<file path="config.mk">
export PLATFORM = sky130hd
export DESIGN_NAME = uart_rx_param
export DESIGN_NICKNAME = d
export VERILOG_FILES = /design/src/rtl/uart_pkg.sv /design/src/rtl/uart_rx_sampler.sv /design/src/rtl/uart_rx_param.sv
export SDC_FILE = /design/constraint.sdc
export NUM_CORES = 1
export LEC_CHECK = 0
export CAP_MARGIN = 20
export CORE_MARGIN = 1
export CORE_UTILIZATION = 55
export CTS_CLUSTER_DIAMETER = 40
export DETAILED_ROUTE_END_ITERATION = 10
export PLACE_DENSITY = 0.77
export SLEW_MARGIN = 20
export SYNTH_ARGS = -nofsm -noshare
export SYNTH_HDL_FRONTEND = slang
export SYNTH_SLANG_ARGS = --single-unit
</file>
<file path="constraint.sdc">
create_clock -name sys_clk -period 2.47 [get_ports sys_clk]
set_clock_uncertainty 0.15 [all_clocks]
set_input_delay 0.494 -clock sys_clk [delete_from_list [all_inputs] [get_ports sys_clk]]
set_output_delay 0.494 -clock sys_clk [all_outputs]
set_load 0.005 [all_outputs]
</file>
<file path="src/rtl/uart_pkg.sv">
// Shared types and defaults for the UART receive path.
// Used by uart_rx_param and uart_rx_sampler.
package uart_pkg;

    localparam int UART_OVERSAMPLE = 16;
    localparam int UART_DATA_BITS  = 8;

    // Receive deframer states; PARITY is only reachable when UART_RX_PARITY_EN is defined
    typedef enum logic [2:0] {
        IDLE   = 3'd0,
        START  = 3'd1,
        DATA   = 3'd2,
        PARITY = 3'd3,
        STOP   = 3'd4,
        BREAK  = 3'd5
    } rx_state_e;

    // Two-out-of-three majority used for the mid-bit vote
    function automatic logic maj3(input logic a, input logic b, input logic c);
        return (a & b) | (a & c) | (b & c);
    endfunction

endpackage

</file>
<file path="src/rtl/uart_rx_sampler.sv">
// Serial input conditioning: 2-flop synchroniser and 3-sample mid-bit vote.
// Samples are captured at ticks HALF-1 and HALF; the vote output combines
// them with the current synchronised level, so it is valid on tick HALF+1.
module uart_rx_sampler
    import uart_pkg::*;
#(
    parameter int   OVERSAMPLE = UART_OVERSAMPLE,
    localparam int  TICK_W     = $clog2(OVERSAMPLE)
) (
    input  logic              sys_clk,
    input  logic              rst,
    input  logic              rx_clk_en,
    input  logic              rx,
    input  logic [TICK_W-1:0] tick,
    output logic              rx_s,
    output logic              vote
);

    localparam int HALF = OVERSAMPLE / 2;
    localparam logic [TICK_W-1:0] TICK_LO  = TICK_W'(HALF - 1);
    localparam logic [TICK_W-1:0] TICK_MID = TICK_W'(HALF);

    logic sync1_q, sync1_d;
    logic sync2_q, sync2_d;
    logic samp_lo_q, samp_lo_d;
    logic samp_mid_q, samp_mid_d;

    // Next-state for the synchroniser chain and the two early vote samples
    always_comb begin
        sync1_d    = rx;
        sync2_d    = sync1_q;
        samp_lo_d  = samp_lo_q;
        samp_mid_d = samp_mid_q;
        if (rx_clk_en && (tick == TICK_LO)) begin
            samp_lo_d = sync2_q;
        end else begin
            samp_lo_d = samp_lo_q;
        end
        if (rx_clk_en && (tick == TICK_MID)) begin
            samp_mid_d = sync2_q;
        end else begin
            samp_mid_d = samp_mid_q;
        end
    end

    // Sampler registers; idle-high line level after reset
    always_ff @(posedge sys_clk) begin
        if (rst) begin
            sync1_q    <= 1'b1;
            sync2_q    <= 1'b1;
            samp_lo_q  <= 1'b1;
            samp_mid_q <= 1'b1;
        end else begin
            sync1_q    <= sync1_d;
            sync2_q    <= sync2_d;
            samp_lo_q  <= samp_lo_d;
            samp_mid_q <= samp_mid_d;
        end
    end

    assign rx_s = sync2_q;
    assign vote = maj3(samp_lo_q, samp_mid_q, sync2_q);

endmodule

</file>
<file path="src/rtl/uart_rx_param.sv">
// Parametrised UART receiver: oversampled deframing, ready/clear handshake,
// sticky framing/overrun (and optional parity) error flags.
// Optional feature macro: UART_RX_PARITY_EN adds a parity bit after the
// data bits, the PARITY_ODD parameter and the parity_err port.
module uart_rx_param
    import uart_pkg::*;
#(
    parameter int DATA_BITS  = UART_DATA_BITS,
    parameter int OVERSAMPLE = UART_OVERSAMPLE,
    parameter int STOP_BITS  = 1
`ifdef UART_RX_PARITY_EN
    ,
    parameter int PARITY_ODD = 0
`endif
) (
    input  logic                 sys_clk,
    input  logic                 rst,
    input  logic                 rx_clk_en,
    input  logic                 rx,
    output logic [DATA_BITS-1:0] rx_data,
    output logic                 rx_ready,
    input  logic                 rx_ready_clear,
    output logic                 frame_err,
    output logic                 overrun_err
`ifdef UART_RX_PARITY_EN
    ,
    output logic                 parity_err
`endif
);

    localparam int TICK_W = $clog2(OVERSAMPLE);
    localparam int BIT_W  = $clog2(DATA_BITS + 1);
    localparam int HALF   = OVERSAMPLE / 2;

    localparam logic [TICK_W-1:0] TICK_ZERO = {TICK_W{1'b0}};
    localparam logic [TICK_W-1:0] TICK_ONE  = TICK_W'(1);
    localparam logic [TICK_W-1:0] TICK_MID  = TICK_W'(HALF);
    localparam logic [TICK_W-1:0] TICK_VOTE = TICK_W'(HALF + 1);
    localparam logic [TICK_W-1:0] TICK_LAST = TICK_W'(OVERSAMPLE - 1);
    localparam logic [BIT_W-1:0]  BIT_ZERO  = {BIT_W{1'b0}};
    localparam logic [BIT_W-1:0]  BIT_ONE   = BIT_W'(1);
    localparam logic [BIT_W-1:0]  BIT_DLAST = BIT_W'(DATA_BITS - 1);
    localparam logic [BIT_W-1:0]  BIT_SLAST = BIT_W'(STOP_BITS - 1);
`ifdef UART_RX_PARITY_EN
    localparam logic PAR_ODD = (PARITY_ODD != 0) ? 1'b1 : 1'b0;
`endif

    rx_state_e             state_q, state_d;
    logic [TICK_W-1:0]     tick_q, tick_d;
    logic [BIT_W-1:0]      bit_q, bit_d;
    logic [DATA_BITS-1:0]  shift_q, shift_d;
    logic [DATA_BITS-1:0]  rx_data_q, rx_data_d;
    logic                  rx_ready_q, rx_ready_d;
    logic                  frame_err_q, frame_err_d;
    logic                  overrun_err_q, overrun_err_d;
    logic                  parity_err_q, parity_err_d;

    logic rx_s;
    logic vote_s;
    logic deliver_s;
    logic set_frame_s;
    logic set_par_s;
    logic set_ovr_s;

    uart_rx_sampler #(
        .OVERSAMPLE (OVERSAMPLE)
    ) u_sampler (
        .sys_clk   (sys_clk),
        .rst       (rst),
        .rx_clk_en (rx_clk_en),
        .rx        (rx),
        .tick      (tick_q),
        .rx_s      (rx_s),
        .vote      (vote_s)
    );

    // Deframer next-state: advances only on oversample ticks
    always_comb begin
        state_d     = state_q;
        tick_d      = tick_q;
        bit_d       = bit_q;
        shift_d     = shift_q;
        deliver_s   = 1'b0;
        set_frame_s = 1'b0;
        set_par_s   = 1'b0;
        if (rx_clk_en) begin
            case (state_q)
                IDLE: begin
                    if (!rx_s) begin
                        state_d = START;
                        tick_d  = TICK_ZERO;
                    end else begin
                        state_d = IDLE;
                    end
                end
                START: begin
                    // A start bit that is high again at mid-bit was noise
                    if ((tick_q == TICK_MID) && rx_s) begin
                        state_d = IDLE;
                        tick_d  = TICK_ZERO;
                    end else if (tick_q == TICK_LAST) begin
                        state_d = DATA;
                        tick_d  = TICK_ZERO;
                        bit_d   = BIT_ZERO;
                    end else begin
                        tick_d = tick_q + TICK_ONE;
                    end
                end
                DATA: begin
                    if (tick_q == TICK_VOTE) begin
                        shift_d = {vote_s, shift_q[DATA_BITS-1:1]};
                    end else begin
                        shift_d = shift_q;
                    end
                    if (tick_q == TICK_LAST) begin
                        tick_d = TICK_ZERO;
                        if (bit_q == BIT_DLAST) begin
                            bit_d = BIT_ZERO;
`ifdef UART_RX_PARITY_EN
                            state_d = PARITY;
`else
                            state_d = STOP;
`endif
                        end else begin
                            bit_d = bit_q + BIT_ONE;
                        end
                    end else begin
                        tick_d = tick_q + TICK_ONE;
                    end
                end
`ifdef UART_RX_PARITY_EN
                PARITY: begin
                    // Parity mismatch is flagged but the word is still delivered
                    if ((tick_q == TICK_VOTE) && (vote_s != ((^shift_q) ^ PAR_ODD))) begin
                        set_par_s = 1'b1;
                    end else begin
                        set_par_s = 1'b0;
                    end
                    if (tick_q == TICK_LAST) begin
                        state_d = STOP;
                        tick_d  = TICK_ZERO;
                        bit_d   = BIT_ZERO;
                    end else begin
                        tick_d = tick_q + TICK_ONE;
                    end
                end
`endif
                STOP: begin
                    if (tick_q == TICK_VOTE) begin
                        if (!vote_s) begin
                            set_frame_s = 1'b1;
                            state_d     = BREAK;
                            tick_d      = TICK_ZERO;
                            bit_d       = BIT_ZERO;
                        end else if (bit_q == BIT_SLAST) begin
                            deliver_s = 1'b1;
                            state_d   = IDLE;
                            tick_d    = TICK_ZERO;
                            bit_d     = BIT_ZERO;
                        end else begin
                            tick_d = tick_q + TICK_ONE;
                        end
                    end else if (tick_q == TICK_LAST) begin
                        tick_d = TICK_ZERO;
                        bit_d  = bit_q + BIT_ONE;
                    end else begin
                        tick_d = tick_q + TICK_ONE;
                    end
                end
                BREAK: begin
                    if (rx_s) begin
                        state_d = IDLE;
                    end else begin
                        state_d = BREAK;
                    end
                end
                default: begin
                    state_d = IDLE;
                    tick_d  = TICK_ZERO;
                    bit_d   = BIT_ZERO;
                end
            endcase
        end else begin
            state_d = state_q;
        end
    end

    // Host handshake and sticky flags; a flag being set wins over a clear
    always_comb begin
        rx_data_d  = rx_data_q;
        rx_ready_d = rx_ready_q;
        set_ovr_s  = 1'b0;
        if (deliver_s) begin
            if (!rx_ready_q || rx_ready_clear) begin
                rx_data_d  = shift_q;
                rx_ready_d = 1'b1;
            end else begin
                set_ovr_s = 1'b1;
            end
        end else if (rx_ready_clear) begin
            rx_ready_d = 1'b0;
        end else begin
            rx_ready_d = rx_ready_q;
        end

        if (set_frame_s) begin
            frame_err_d = 1'b1;
        end else if (rx_ready_clear) begin
            frame_err_d = 1'b0;
        end else begin
            frame_err_d = frame_err_q;
        end

        if (set_ovr_s) begin
            overrun_err_d = 1'b1;
        end else if (rx_ready_clear) begin
            overrun_err_d = 1'b0;
        end else begin
            overrun_err_d = overrun_err_q;
        end

        if (set_par_s) begin
            parity_err_d = 1'b1;
        end else if (rx_ready_clear) begin
            parity_err_d = 1'b0;
        end else begin
            parity_err_d = parity_err_q;
        end
    end

    // State, counters and output registers
    always_ff @(posedge sys_clk) begin
        if (rst) begin
            state_q       <= IDLE;
            tick_q        <= TICK_ZERO;
            bit_q         <= BIT_ZERO;
            shift_q       <= {DATA_BITS{1'b0}};
            rx_data_q     <= {DATA_BITS{1'b0}};
            rx_ready_q    <= 1'b0;
            frame_err_q   <= 1'b0;
            overrun_err_q <= 1'b0;
            parity_err_q  <= 1'b0;
        end else begin
            state_q       <= state_d;
            tick_q        <= tick_d;
            bit_q         <= bit_d;
            shift_q       <= shift_d;
            rx_data_q     <= rx_data_d;
            rx_ready_q    <= rx_ready_d;
            frame_err_q   <= frame_err_d;
            overrun_err_q <= overrun_err_d;
            parity_err_q  <= parity_err_d;
        end
    end

    assign rx_data     = rx_data_q;
    assign rx_ready    = rx_ready_q;
    assign frame_err   = frame_err_q;
    assign overrun_err = overrun_err_q;
`ifdef UART_RX_PARITY_EN
    assign parity_err  = parity_err_q;
`endif

endmodule

</file>
* After elaboration in Yosys (flattened, before gate mapping)
Cells that the tools add are included.
** Operators by class
- $add $sub $neg :: 2
- Eq/ne operators :: 20
- Multiplexer cells :: 42
- Bitwise gates (word level) :: 7
- Reductions and logical operators :: 17
** Operator list (count)
- $mux 4 :: 14
- $mux 3 :: 8
- $pmux 4 s5 :: 1
- $mux 1 :: 17
- $pmux 4 s4 :: 1
- $pmux 3 s5 :: 1
- $eq 4x4->1 const B :: 3
- $ne 2x2->1 const B :: 6
- $ne 3x3->1 const B :: 3
- $add 4x1->4 const B :: 2
- $eq 4x3->1 const B :: 2
- $reduce_and 7->1 :: 1
- $eq 3x3->1 const B :: 2
- $reduce_and 3->1 :: 2
- $reduce_and 6->1 :: 1
- $reduce_bool 2->1 :: 3
- $logic_not 4->1 :: 1
- $ne 4x4->1 const B :: 1
- $reduce_and 2->1 :: 2
- $and 1x1->1 :: 3
- $eq 3x1->1 const B :: 1
- $eq 3x2->1 const B :: 1
- $logic_and 1x1->1 :: 3
- $logic_not 3->1 :: 1
- 6 further kinds :: 8
** Storage, ports and cells
- Register bits :: 34
- Input port bits :: 5
- Logic and storage cells :: 100

* Logic depth before layout (Yosys ltp)
Gate-level depths: netlist of run 1.
- Depth after elaboration :: 9
- Gate-level depth with buffers :: 8
- Depth with buffers taken out :: 7

* By module
Synthesis of run 1 repeated with hierarchy kept, for this count alone.
** Unflattened totals
- Cells, all modules :: 186
- Area total of the unflattened synthesis :: 1716.6 sq um
** By module, submodules not included
- uart_rx_param :: instances 1, cells each 170, area an instance 1551.5 sq um, sequential area each 600.6 sq um
- uart_rx_sampler :: instances 1, cells each 16, area an instance 165.2 sq um, sequential area each 80.1 sq um

* Least setup slack after synthesis of run 1
No wires, ideal clock.
- Kind :: register to register
- Start :: register bit_q[0]
- End :: register bit_q[2]
- Setup time :: 0.131 ns
- Data arrival time :: 1.709 ns
- Slack :: 0.480 ns
- Stages on the path, launching flop included :: 9
- Path buffers :: 1
- Period minus slack after synthesis :: 1.990 ns
- Cell sequence :: dfxtp_1 -> inv_1 -> ha_1 -> or3b_4 -> a311oi_2 -> o221a_1 -> buf_6 -> a21boi_1 -> o22ai_1
** Between the ends
- Word-level cells in the longest chain between the ends :: 4
- Elaborated cells on any way between the ends :: 10
** Ends and longest elaborated chain
- from (decl) :: line uart_rx_param.sv:50 : logic [BIT_W-1:0] bit_q, bit_d;
- from (signal assigned) :: line uart_rx_param.sv:246 : bit_q <= bit_d;
- $add 4x1->4 or $eq 4x3->1 (tied branches) :: line uart_rx_param.sv:125, uart_rx_param.sv:165, uart_rx_param.sv:117
- $mux 4, on equally long branches :: line uart_rx_param.sv:163, uart_rx_param.sv:117
- $mux 4, on equally long branches :: line uart_rx_param.sv:149, uart_rx_param.sv:115
- $pmux 4 s4 :: line uart_rx_param.sv:87 : case (state_q)
Parallel ways exist; a longest one is shown, timed or not. The select of a mux whose other input is x is not followed.
A chain may end at the register's enable or synchronous reset.

* Worst setup path in the final report of run 1
Ends and elaborated chain as after synthesis.

==> results of run 1 <==
[synth_stat cells, types with 2 or more instances]
| cell type | instances |
|---|---|
| a211o_1 | 2 |
| nand4_1 | 3 |
| o31ai_1 | 2 |
| nor2_1 | 29 |
| mux2i_1 | 17 |
| o22ai_1 | 2 |
| nand2b_1 | 7 |
| a21oi_1 | 14 |
| buf_2 | 2 |
| nor2b_1 | 6 |
| inv_1 | 10 |
| dfxtp_1 | 34 |
| nand4b_1 | 5 |
| ha_1 | 5 |
| clkbuf_1 | 7 |
| nand2_1 | 6 |
| nand3_1 | 10 |
| nand3b_1 | 2 |
| or2_2 | 2 |
| and3_1 | 3 |
| a31oi_1 | 2 |
[flip-flops by register name, indices dropped and copies added, names as in the netlist]
signal	cells
u_sampler.samp_mid_q	1
bit_q	4
rx_ready	1
tick_q	4
frame_err	1
u_sampler.samp_lo_q	1
u_sampler.sync1_q	1
shift_q	8
overrun_err	1
state_q	3
u_sampler.rx_s	1
rx_data	8
[stage by stage]
step / setup WS, ns / total power [mW] / std cells / hold slack, ns
finish: 0.194 / 0.939 / 242 / 0.282
global route: 0.121 / 0.981 / 242 / 0.330
CTS: 0.227 / 0.945 / 242 / 0.285
detailed placement: 0.211 / 0.641 / 234 / 0.257
global placement: 0.270 / 0.639 / 234 / 0.259
floorplan: 0.480 / 0.619 / 195 / 0.239
[how the worst max path moves through the flow]
stage	slack [ns]	depth (start not counted)	to	startpoint
after global placement	0.27	5	rx_data[0]$_SDFFE_PP0P_	rx_clk_en
after global routing	0.12	7	bit_q[2]$_SDFFE_PP0P_	bit_q[0]$_SDFFE_PP0P_
after floorplan	0.48	8	bit_q[2]$_SDFFE_PP0P_	bit_q[0]$_SDFFE_PP0P_
after detailed placement	0.21	5	rx_data[3]$_SDFFE_PP0P_	rx_clk_en
final	0.19	7	bit_q[2]$_SDFFE_PP0P_	bit_q[0]$_SDFFE_PP0P_
after CTS	0.23	7	bit_q[2]$_SDFFE_PP0P_	bit_q[0]$_SDFFE_PP0P_
[power breakdown]
group	internal, mW	switching [mW]
clock	0.111	0.198
sequential	0.552	0.00898
combinational	0.0306	0.0383
total	0.694	0.245
[cells in the final DEF, fill, tap and decap left out, drive strengths merged, types with 3 or more instances in the layout]
cell type | Yosys | final
buf | 4 | 4
and3 | 3 | 3
nand3 | 10 | 10
clkbuf | 7 | 5
clkdlybuf4s50 | 0 | 15
nand2b | 8 | 8
nand4b | 5 | 5
nand4 | 3 | 3
nand2 | 6 | 6
nor2 | 29 | 29
dfxtp | 34 | 34
ha | 5 | 5
inv | 10 | 10
mux2i | 17 | 17
nor2b | 6 | 6
a21oi | 14 | 14
[cell type report]
type | count | area, µm²
fill | 232 | 907
clock buffer | 5 | 37.5
sequential | 34 | 681
inverter | 10 | 37.5
timing repair buffer | 19 | 180
clock inverter | 3 | 21.3
tap | 31 | 38.8
multi-input combinational | 140 | 950
[layer usage]
layer,wire (µm),up-vias
li1,-,720
met1,1580,671
met2,1700,32
met3,128,4
met4,28,0
met5,0,-
[logic make-up after synthesis]
| family | count (synthesis) | share of synthesized area (%) |
|---|---|---|
| buf+inv | 21 | 5.37 |
| mux | 17 | 9.88 |
| flops | 34 | 39.5 |
| fa+ha+maj | 6 | 4.28 |
| compound gates | 37 | 15.3 |
| simple gates | 80 | 25.6 |
==> impl_metrics.env, run 1 <==
export IMPL_rows=19
export IMPL_grt_pass1_wl_um=5890
export IMPL_grt_max_degree=19
export IMPL_met3_usage_pct=4.46
export IMPL_worstSkewPairLatency_ns=0.33
export IMPL_antenna_left=0
export IMPL_synth_seq_area_share_pct=39.5
export IMPL_r2r_setup_slack_ns=0.19
export IMPL_drive_above_1_share_pct=10.4
export IMPL_worst_path_max_fanout=9
export IMPL_cts_made_buffers=5
export IMPL_min_to="u_sampler.rx_s$_SDFF_PP1_"
export IMPL_cp_required_ns=2.55
export IMPL_start_util_pct=60.4
export IMPL_gr_usage_met1_pct=30.2
export IMPL_dpl_hpwl_um=2430
export IMPL_hold_viol=0
export IMPL_grt_use_total_pct=22.7
export IMPL_holdPathStages=1
export IMPL_final_nets=220
export IMPL_fin_setup_tns_ns=0
export IMPL_status="completed"
export IMPL_area_growth_pct=12.9
export IMPL_crit_buf_inv=1
export IMPL_port_buffers=15
export IMPL_synth_top_flop_cell="dfxtp_1"
export IMPL_hold_buffers=0
export IMPL_ys_ff_latch=34
export IMPL_die_area_um2=3360
export IMPL_vias=1427
export IMPL_vias_per_cell=5.90
export IMPL_die_width_um=58.0
export IMPL_use_met2_pct=36.1
export IMPL_postLayoutCoreUtil_pct=68.2
export IMPL_busiest_layer="met2"
export IMPL_drcViolationCount=0
export IMPL_synthArstFlopShare_pct=0
export IMPL_clockBufferDepth=2
export IMPL_yosysUniqueCellTypes=46
export IMPL_antenna_found_initial=0
export IMPL_finalCriticalPeriod_ns=2.28
export IMPL_crit_family="compound AO/OA/AOI/OAI gates"
export IMPL_max_slew_margin_pct=64.9
export IMPL_synth_top_cell_by_area="dfxtp_1"
export IMPL_gp_congestion=0.846
export IMPL_design_area_um2=1950
export IMPL_period_share_pct=92.1
export IMPL_grt_overflow_total=0
export IMPL_critical_path_class="flop to flop"
export IMPL_worst_path_largest_cell_delay_ns=0.43
export IMPL_p_leak_nw=0.672
export IMPL_reg2reg_to="bit_q[2]$_SDFFE_PP0P_"
export IMPL_synth_top_area_share_pct=39.5
export IMPL_rr_startpoint="bit_q[0]$_SDFFE_PP0P_"
export IMPL_hp_class="flop to flop"
export IMPL_synth_area_leaders="dfxtp_1 40%, mux2i_1 9.9%, nor2_1 6.3%"
export IMPL_finalSetupViolations=0
export IMPL_drtIter0Drc=97
export IMPL_fp_coreArea_um2=2850
export IMPL_vdd_drop_max_mv=0.446
export IMPL_netlist_area_um2=1720
export IMPL_avgSynthCellArea_um2=8.84
export IMPL_die_h_um=58.0
export IMPL_drtPass1Iterations=4
export IMPL_power_density_nw_per_um2=482
export IMPL_r2r_cells=7
export IMPL_startpoint_type="flop"
export IMPL_fmax_mhz=439
export IMPL_cts_root_buf="clkbuf_4"
export IMPL_yosys_warnings=0
export IMPL_synth_nets=205
export IMPL_htreeDepth=2
export IMPL_postCtsSetupBuffers=0
export IMPL_wl_per_cell_um=14.2
export IMPL_hold_start="u_sampler.sync1_q$_SDFF_PP1_"
export IMPL_max_cap_violations=0
export IMPL_syn_inst=195
export IMPL_crit_slowest_cell="o221a_1"
export IMPL_rsz0062_at_grt="no"
export IMPL_crit_chain="inv_1, ha_1, or3b_4, a311oi_2, o221a_1, a21boi_1, o22ai_1"
export IMPL_grt_pass1_vias=1335
export IMPL_cts_sinks=34
export IMPL_cts_reportedPaths_clkPinSlew_ns=0.11
export IMPL_antenna_cells=0
export IMPL_tritoncts="built"
export IMPL_io_pins=16
export IMPL_drv_slew=0
export IMPL_synth_edf_count=0
export IMPL_finalWirelength_um=3430
export IMPL_crit_arrival_ns=2.36
export IMPL_max_slew_worst_pin_slew_ns=0.526
export IMPL_end_kind="flop"
export IMPL_cts_resized=0
export IMPL_placed_cell_area_um2=1890
(Power assumes the default switching activity.)
==> run 2: changes to the inputs <==
--- a/config.mk
+++ b/config.mk
@@ -6,10 +6,10 @@
 export NUM_CORES = 1
 export LEC_CHECK = 0
-export CAP_MARGIN = 20
+export CAP_MARGIN = 5
 export CORE_MARGIN = 1
 export CORE_UTILIZATION = 55
 export CTS_CLUSTER_DIAMETER = 40
 export DETAILED_ROUTE_END_ITERATION = 10
-export PLACE_DENSITY = 0.77
+export PLACE_DENSITY = 0.84
 export SLEW_MARGIN = 20
 export SYNTH_ARGS = -nofsm -noshare
==> constraint.sdc (replaced) <==
create_clock -name sys_clk -period 2.47 [get_ports sys_clk]
set_clock_uncertainty 0.15 [all_clocks]
set_input_delay 0.247 -clock sys_clk [delete_from_list [all_inputs] [get_ports sys_clk]]
set_output_delay 0.247 -clock sys_clk [all_outputs]
set_load 0.005 [all_outputs]
==> impl_metrics.env, run 2 (synthesis results as in run 1) <==
export IMPL_status="completed"
export IMPL_grt_use_total_pct=21.9
export IMPL_finalCriticalPeriod_ns=2.22
export IMPL_hold_buffers=0
export IMPL_layout_cells_non_filler=242
export IMPL_htreeDepth=2
export IMPL_antenna_found_initial=0
export IMPL_max_slew_worst_pin_slew_ns=0.511
export IMPL_worst_path_largest_cell_delay_ns=0.41
export IMPL_crit_family="compound AO/OA/AOI/OAI gates"
export IMPL_vdd_drop_max_mv=0.427
export IMPL_crit_arrival_ns=2.29
export IMPL_cp_required_ns=2.53
export IMPL_design_area_um2=1950
export IMPL_gp_congestion=0.831
export IMPL_antenna_cells=0
export IMPL_drtPass1Iterations=5
export IMPL_hold_viol=0
export IMPL_drv_slew=0
export IMPL_fillers=232
export IMPL_drcViolationCount=0
export IMPL_cts_sinks=34
export IMPL_crit_slowest_cell="o221a_1"
export IMPL_postCtsSetupBuffers=0
export IMPL_grt_pass1_vias=1322
export IMPL_grt_pass1_wl_um=5670
export IMPL_crit_chain="inv_1, ha_1, or3b_4, a311oi_2, o221a_1, a21boi_1, o22ai_1"
export IMPL_startpoint_type="flop"
export IMPL_power_uw=953
export IMPL_final_cell_mix="34 x dfxtp_1, 29 x nor2_1, 17 x mux2i_1, 15 x clkdlybuf4s50_1, 14 x a21oi_1"
export IMPL_port_buffers=15
export IMPL_critical_path_class="flop to flop"
export IMPL_wl_per_cell_um=13.8
export IMPL_drtIter0Drc=57
export IMPL_cts_resized=0
export IMPL_dpl_hpwl_um=2360
export IMPL_crit_buf_inv=1
export IMPL_fp_coreArea_um2=2850
export IMPL_max_slew_margin_pct=65.9
export IMPL_drive_above_1_share_pct=9.95
export IMPL_finalWirelength_um=3350
export IMPL_end_kind="flop"
export IMPL_final_nets=220
export IMPL_tritoncts="built"
export IMPL_finalSetupViolations=0
export IMPL_worst_path_max_fanout=9
export IMPL_grt_max_degree=36
export IMPL_start_util_pct=60.4
export IMPL_dp_cells=234
export IMPL_placed_cell_area_um2=1890
export IMPL_power_density_nw_per_um2=490
export IMPL_postLayoutCoreUtil_pct=68.2
export IMPL_antenna_left=0
export IMPL_die_h_um=58.0
export IMPL_max_cap_violations=0
export IMPL_period_share_pct=90.1
export IMPL_fmax_mhz=449
export IMPL_vias=1432
export IMPL_cts_reportedPaths_clkPinSlew_ns=0.11
export IMPL_fin_setup_tns_ns=0
export IMPL_worstSkewPairLatency_ns=0.33
export IMPL_layout_commonest_cell="dfxtp_1"
export IMPL_p_leak_nw=0.676
export IMPL_die_width_um=58.0
export IMPL_clockBufferDepth=2
export IMPL_vias_per_cell=5.92
export IMPL_cts_made_buffers=5
export IMPL_hp_class="flop to flop"
export IMPL_die_area_um2=3360
export IMPL_rows=19
export IMPL_io_pins=16
export IMPL_rsz0062_at_grt="no"
export IMPL_cts_root_buf="clkbuf_4"
export IMPL_grt_overflow_total=0
export IMPL_area_growth_pct=13.0
[run 2: cell types whose count changed in the layout (fill, tap and decap cells not counted), sizes merged]
cell	before	now
clkinvlp	1	0
clkbuf	5	7
clkinv	2	1
[run 2: worst register-to-register path, cell delays in order, from the launching register on]
cell and delay, ns:
dfxtp_1 0.34, inv_1 0.09, ha_1 0.14, or3b_4 0.39, a311oi_2 0.28, o221a_1 0.41
a21boi_1 0.22, o22ai_1 0.10
[run 2: path summary, 6_finish.rpt]
path / to / slack (ns) / depth (start not counted) / start
max: bit_q[2]$_SDFFE_PP0P_ / 0.25 / 7 / bit_q[0]$_SDFFE_PP0P_
min: u_sampler.rx_s$_SDFF_PP1_ / 0.26 / 1 / u_sampler.sync1_q$_SDFF_PP1_
max reg2reg: bit_q[2]$_SDFFE_PP0P_ / 0.25 / 7 / bit_q[0]$_SDFFE_PP0P_
min reg2reg: u_sampler.rx_s$_SDFF_PP1_ / 0.26 / 1 / u_sampler.sync1_q$_SDFF_PP1_
[run 2: cell type report]
| cell class | instances | area (µm²) | share of cell area (%) |
|---|---|---|---|
| Multi-Input combinational cell | 140 | 950 | 48.8 |
| Inverter | 10 | 37.5 | 1.93 |
| Clock buffer | 7 | 55.1 | 2.83 |
| Timing Repair Buffer | 19 | 180 | 9.25 |
| Tap cell | 31 | 38.8 | 1.99 |
| Clock inverter | 1 | 5.00 | 0.257 |
| Sequential cell | 34 | 681 | 35.0 |
[run 2: through the flow]
step | hold slack (ns) | setup slack (ns)
2_1_floorplan | 0.176 | 0.480
3_3_place_gp | 0.247 | 0.357
3_5_place_dp | 0.251 | 0.260
4_1_cts | 0.269 | 0.241
5_1_grt | 0.306 | 0.0822
6_report | 0.260 | 0.245
[run 2: metal layers]
| layer | vias to the layer above | wire [µm] | GRT usage, % |
|---|---|---|---|
| met1 | 675 | 1500 | 26.5 |
| met2 | 32 | 1680 | 37.4 |
| met4 | 0 | 34 | 7.48 |
| met3 | 5 | 132 | 6.03 |
| met5 | - | 0 | 0 |
| li1 | 720 | - | - |
[run 2: where the power goes]
| group | internal (mW) | switching, mW | total [mW] | leakage, nW |
|---|---|---|---|---|
| clock network | 0.138 | 0.184 | 0.322 | 0.0353 |
| logic | 0.0312 | 0.0422 | 0.0734 | 0.366 |
| registers | 0.552 | 0.00518 | 0.557 | 0.275 |
==> run 3: changes to the inputs <==
Settings changed: CELL_PAD_IN_SITES_DETAIL_PLACEMENT set to 1, CELL_PAD_IN_SITES_GLOBAL_PLACEMENT set to 2, CORE_UTILIZATION 55 to 35, PLACE_DENSITY 0.84 to 0.86.
==> impl_metrics.env, run 3 (synthesis results as in run 1) <==
export IMPL_min_to="u_sampler.rx_s$_SDFF_PP1_"
export IMPL_cts_resized=0
export IMPL_gp_congestion=0.863
export IMPL_grt_pass1_wl_um=6980
export IMPL_finalWirelength_um=4060
export IMPL_postCtsSetupBuffers=0
export IMPL_period_share_pct=90.4
export IMPL_holdPathStages=1
export IMPL_tritoncts="built"
export IMPL_rr_startpoint="bit_q[0]$_SDFFE_PP0P_"
export IMPL_fin_setup_tns_ns=0
export IMPL_finalCriticalPeriod_ns=2.23
export IMPL_htreeDepth=2
export IMPL_cp_required_ns=2.49
export IMPL_r2r_setup_slack_ns=0.24
export IMPL_rsz0062_at_grt="no"
export IMPL_status="completed"
export IMPL_p_leak_nw=0.719
export IMPL_placed_cell_area_um2=1950
export IMPL_use_met2_pct=28.6
export IMPL_vias=1459
export IMPL_dpl_hpwl_um=2910
export IMPL_met3_usage_pct=2.50
export IMPL_vdd_drop_max_mv=0.390
export IMPL_cts_root_buf="clkbuf_8"
export IMPL_grt_overflow_total=0
export IMPL_rows=25
export IMPL_worst_path_max_fanout=9
export IMPL_die_h_um=72.2
export IMPL_crit_arrival_ns=2.25
export IMPL_drtPass1Iterations=4
export IMPL_gr_usage_met1_pct=22.3
export IMPL_reg2reg_to="bit_q[2]$_SDFFE_PP0P_"
export IMPL_cts_sinks=34
export IMPL_busiest_layer="met2"
export IMPL_hold_buffers=0
export IMPL_power_density_nw_per_um2=603
export IMPL_hp_class="flop to flop"
export IMPL_max_cap_violations=0
export IMPL_cts_reportedPaths_clkPinSlew_ns=0.07
export IMPL_critical_path_class="flop to flop"
export IMPL_end_kind="flop"
export IMPL_final_cell_mix="34 x dfxtp_1, 29 x nor2_1, 17 x mux2i_1, 15 x clkdlybuf4s50_1, 14 x a21oi_1"
export IMPL_drive_above_1_share_pct=11.3
export IMPL_drcViolationCount=0
export IMPL_startpoint_type="flop"
export IMPL_port_buffers=15
export IMPL_hold_viol=0
export IMPL_grt_pass1_vias=1444
export IMPL_io_pins=16
export IMPL_finalSetupViolations=0
export IMPL_hold_start="u_sampler.sync1_q$_SDFF_PP1_"
export IMPL_antenna_found_initial=0
export IMPL_clockBufferDepth=2
export IMPL_design_area_um2=2080
export IMPL_max_slew_worst_pin_slew_ns=0.542
export IMPL_fmax_mhz=448
export IMPL_dp_cells=272
export IMPL_layout_commonest_cell="dfxtp_1"
export IMPL_die_width_um=72.2
export IMPL_drtIter0Drc=67
export IMPL_layout_cells_non_filler=280
export IMPL_drv_slew=0
export IMPL_cts_made_buffers=5
export IMPL_r2r_cells=7
export IMPL_area_growth_pct=21.0
export IMPL_antenna_left=0
export IMPL_vias_per_cell=5.21
export IMPL_final_nets=222
export IMPL_grt_use_total_pct=17.2
export IMPL_antenna_cells=0
export IMPL_max_slew_margin_pct=63.8
export IMPL_grt_max_degree=24
export IMPL_wl_per_cell_um=14.5
export IMPL_fp_coreArea_um2=4720
export IMPL_die_area_um2=5210
export IMPL_start_util_pct=36.5
export IMPL_worstSkewPairLatency_ns=0.29
-- run 3: cell count changes in the layout (fill, tap and decap cells not counted), sizes merged --
cell	change
buf	+2
bufinv	+2
clkbuf	-2
-- run 3: how the worst max path moves through the flow --
stage | from | to | depth (start not counted) | slack [ns]
3_5_place_dp | bit_q[0]$_SDFFE_PP0P_ | bit_q[2]$_SDFFE_PP0P_ | 7 | 0.23
5_1_grt | bit_q[0]$_SDFFE_PP0P_ | bit_q[2]$_SDFFE_PP0P_ | 7 | 0.06
4_1_cts | bit_q[0]$_SDFFE_PP0P_ | bit_q[2]$_SDFFE_PP0P_ | 7 | 0.23
6_report | bit_q[0]$_SDFFE_PP0P_ | bit_q[2]$_SDFFE_PP0P_ | 7 | 0.24
3_3_place_gp | bit_q[0]$_SDFFE_PP0P_ | bit_q[2]$_SDFFE_PP0P_ | 7 | 0.36
2_1_floorplan | bit_q[0]$_SDFFE_PP0P_ | bit_q[2]$_SDFFE_PP0P_ | 8 | 0.48
-- run 3: per-layer routing --
layer	vias up	share of wire [%]
met2	16	49
li1	722	-
met4	0	1.5
met1	715	47
met5	-	0
met3	6	2.1
-- run 3: cell type report --
cell class	instances	area (µm²)
Fill cell	567	2640
Sequential cell	34	681
Tap cell	67	83.8
Clock buffer	5	68.8
Timing Repair Buffer	21	195
Inverter	10	37.5
Clock inverter	3	68.8
Multi-Input combinational cell	140	950
-- run 3: where the power goes --
part / total [mW] / leakage (nW) / internal [mW] / switching (mW)
clock: 0.622 / 0.0683 / 0.404 / 0.217
combinational: 0.0727 / 0.376 / 0.0323 / 0.0404
sequential: 0.561 / 0.275 / 0.552 / 0.00929
total: 1.26 / 0.719 / 0.989 / 0.267
-- run 3: critical path, cell delays in order, from the launching register on --
cell      delay (ns)
dfxtp_1         0.33
inv_1           0.10
ha_1            0.15
or3b_4          0.39
a311oi_2        0.29
o221a_1         0.40
a21boi_1        0.22
o22ai_1         0.10
-- run 3: metrics by stage --
stage,hold WS [ns],setup slack (ns),util [%],power [mW]
2_1_floorplan,0.176,0.480,-,0.619
3_3_place_gp,0.249,0.363,41.2,0.643
3_5_place_dp,0.249,0.231,41.2,0.646
4_1_cts,0.272,0.226,44.1,1.27
5_1_grt,0.280,0.0557,44.1,1.30
6_report,0.264,0.236,44.1,1.26
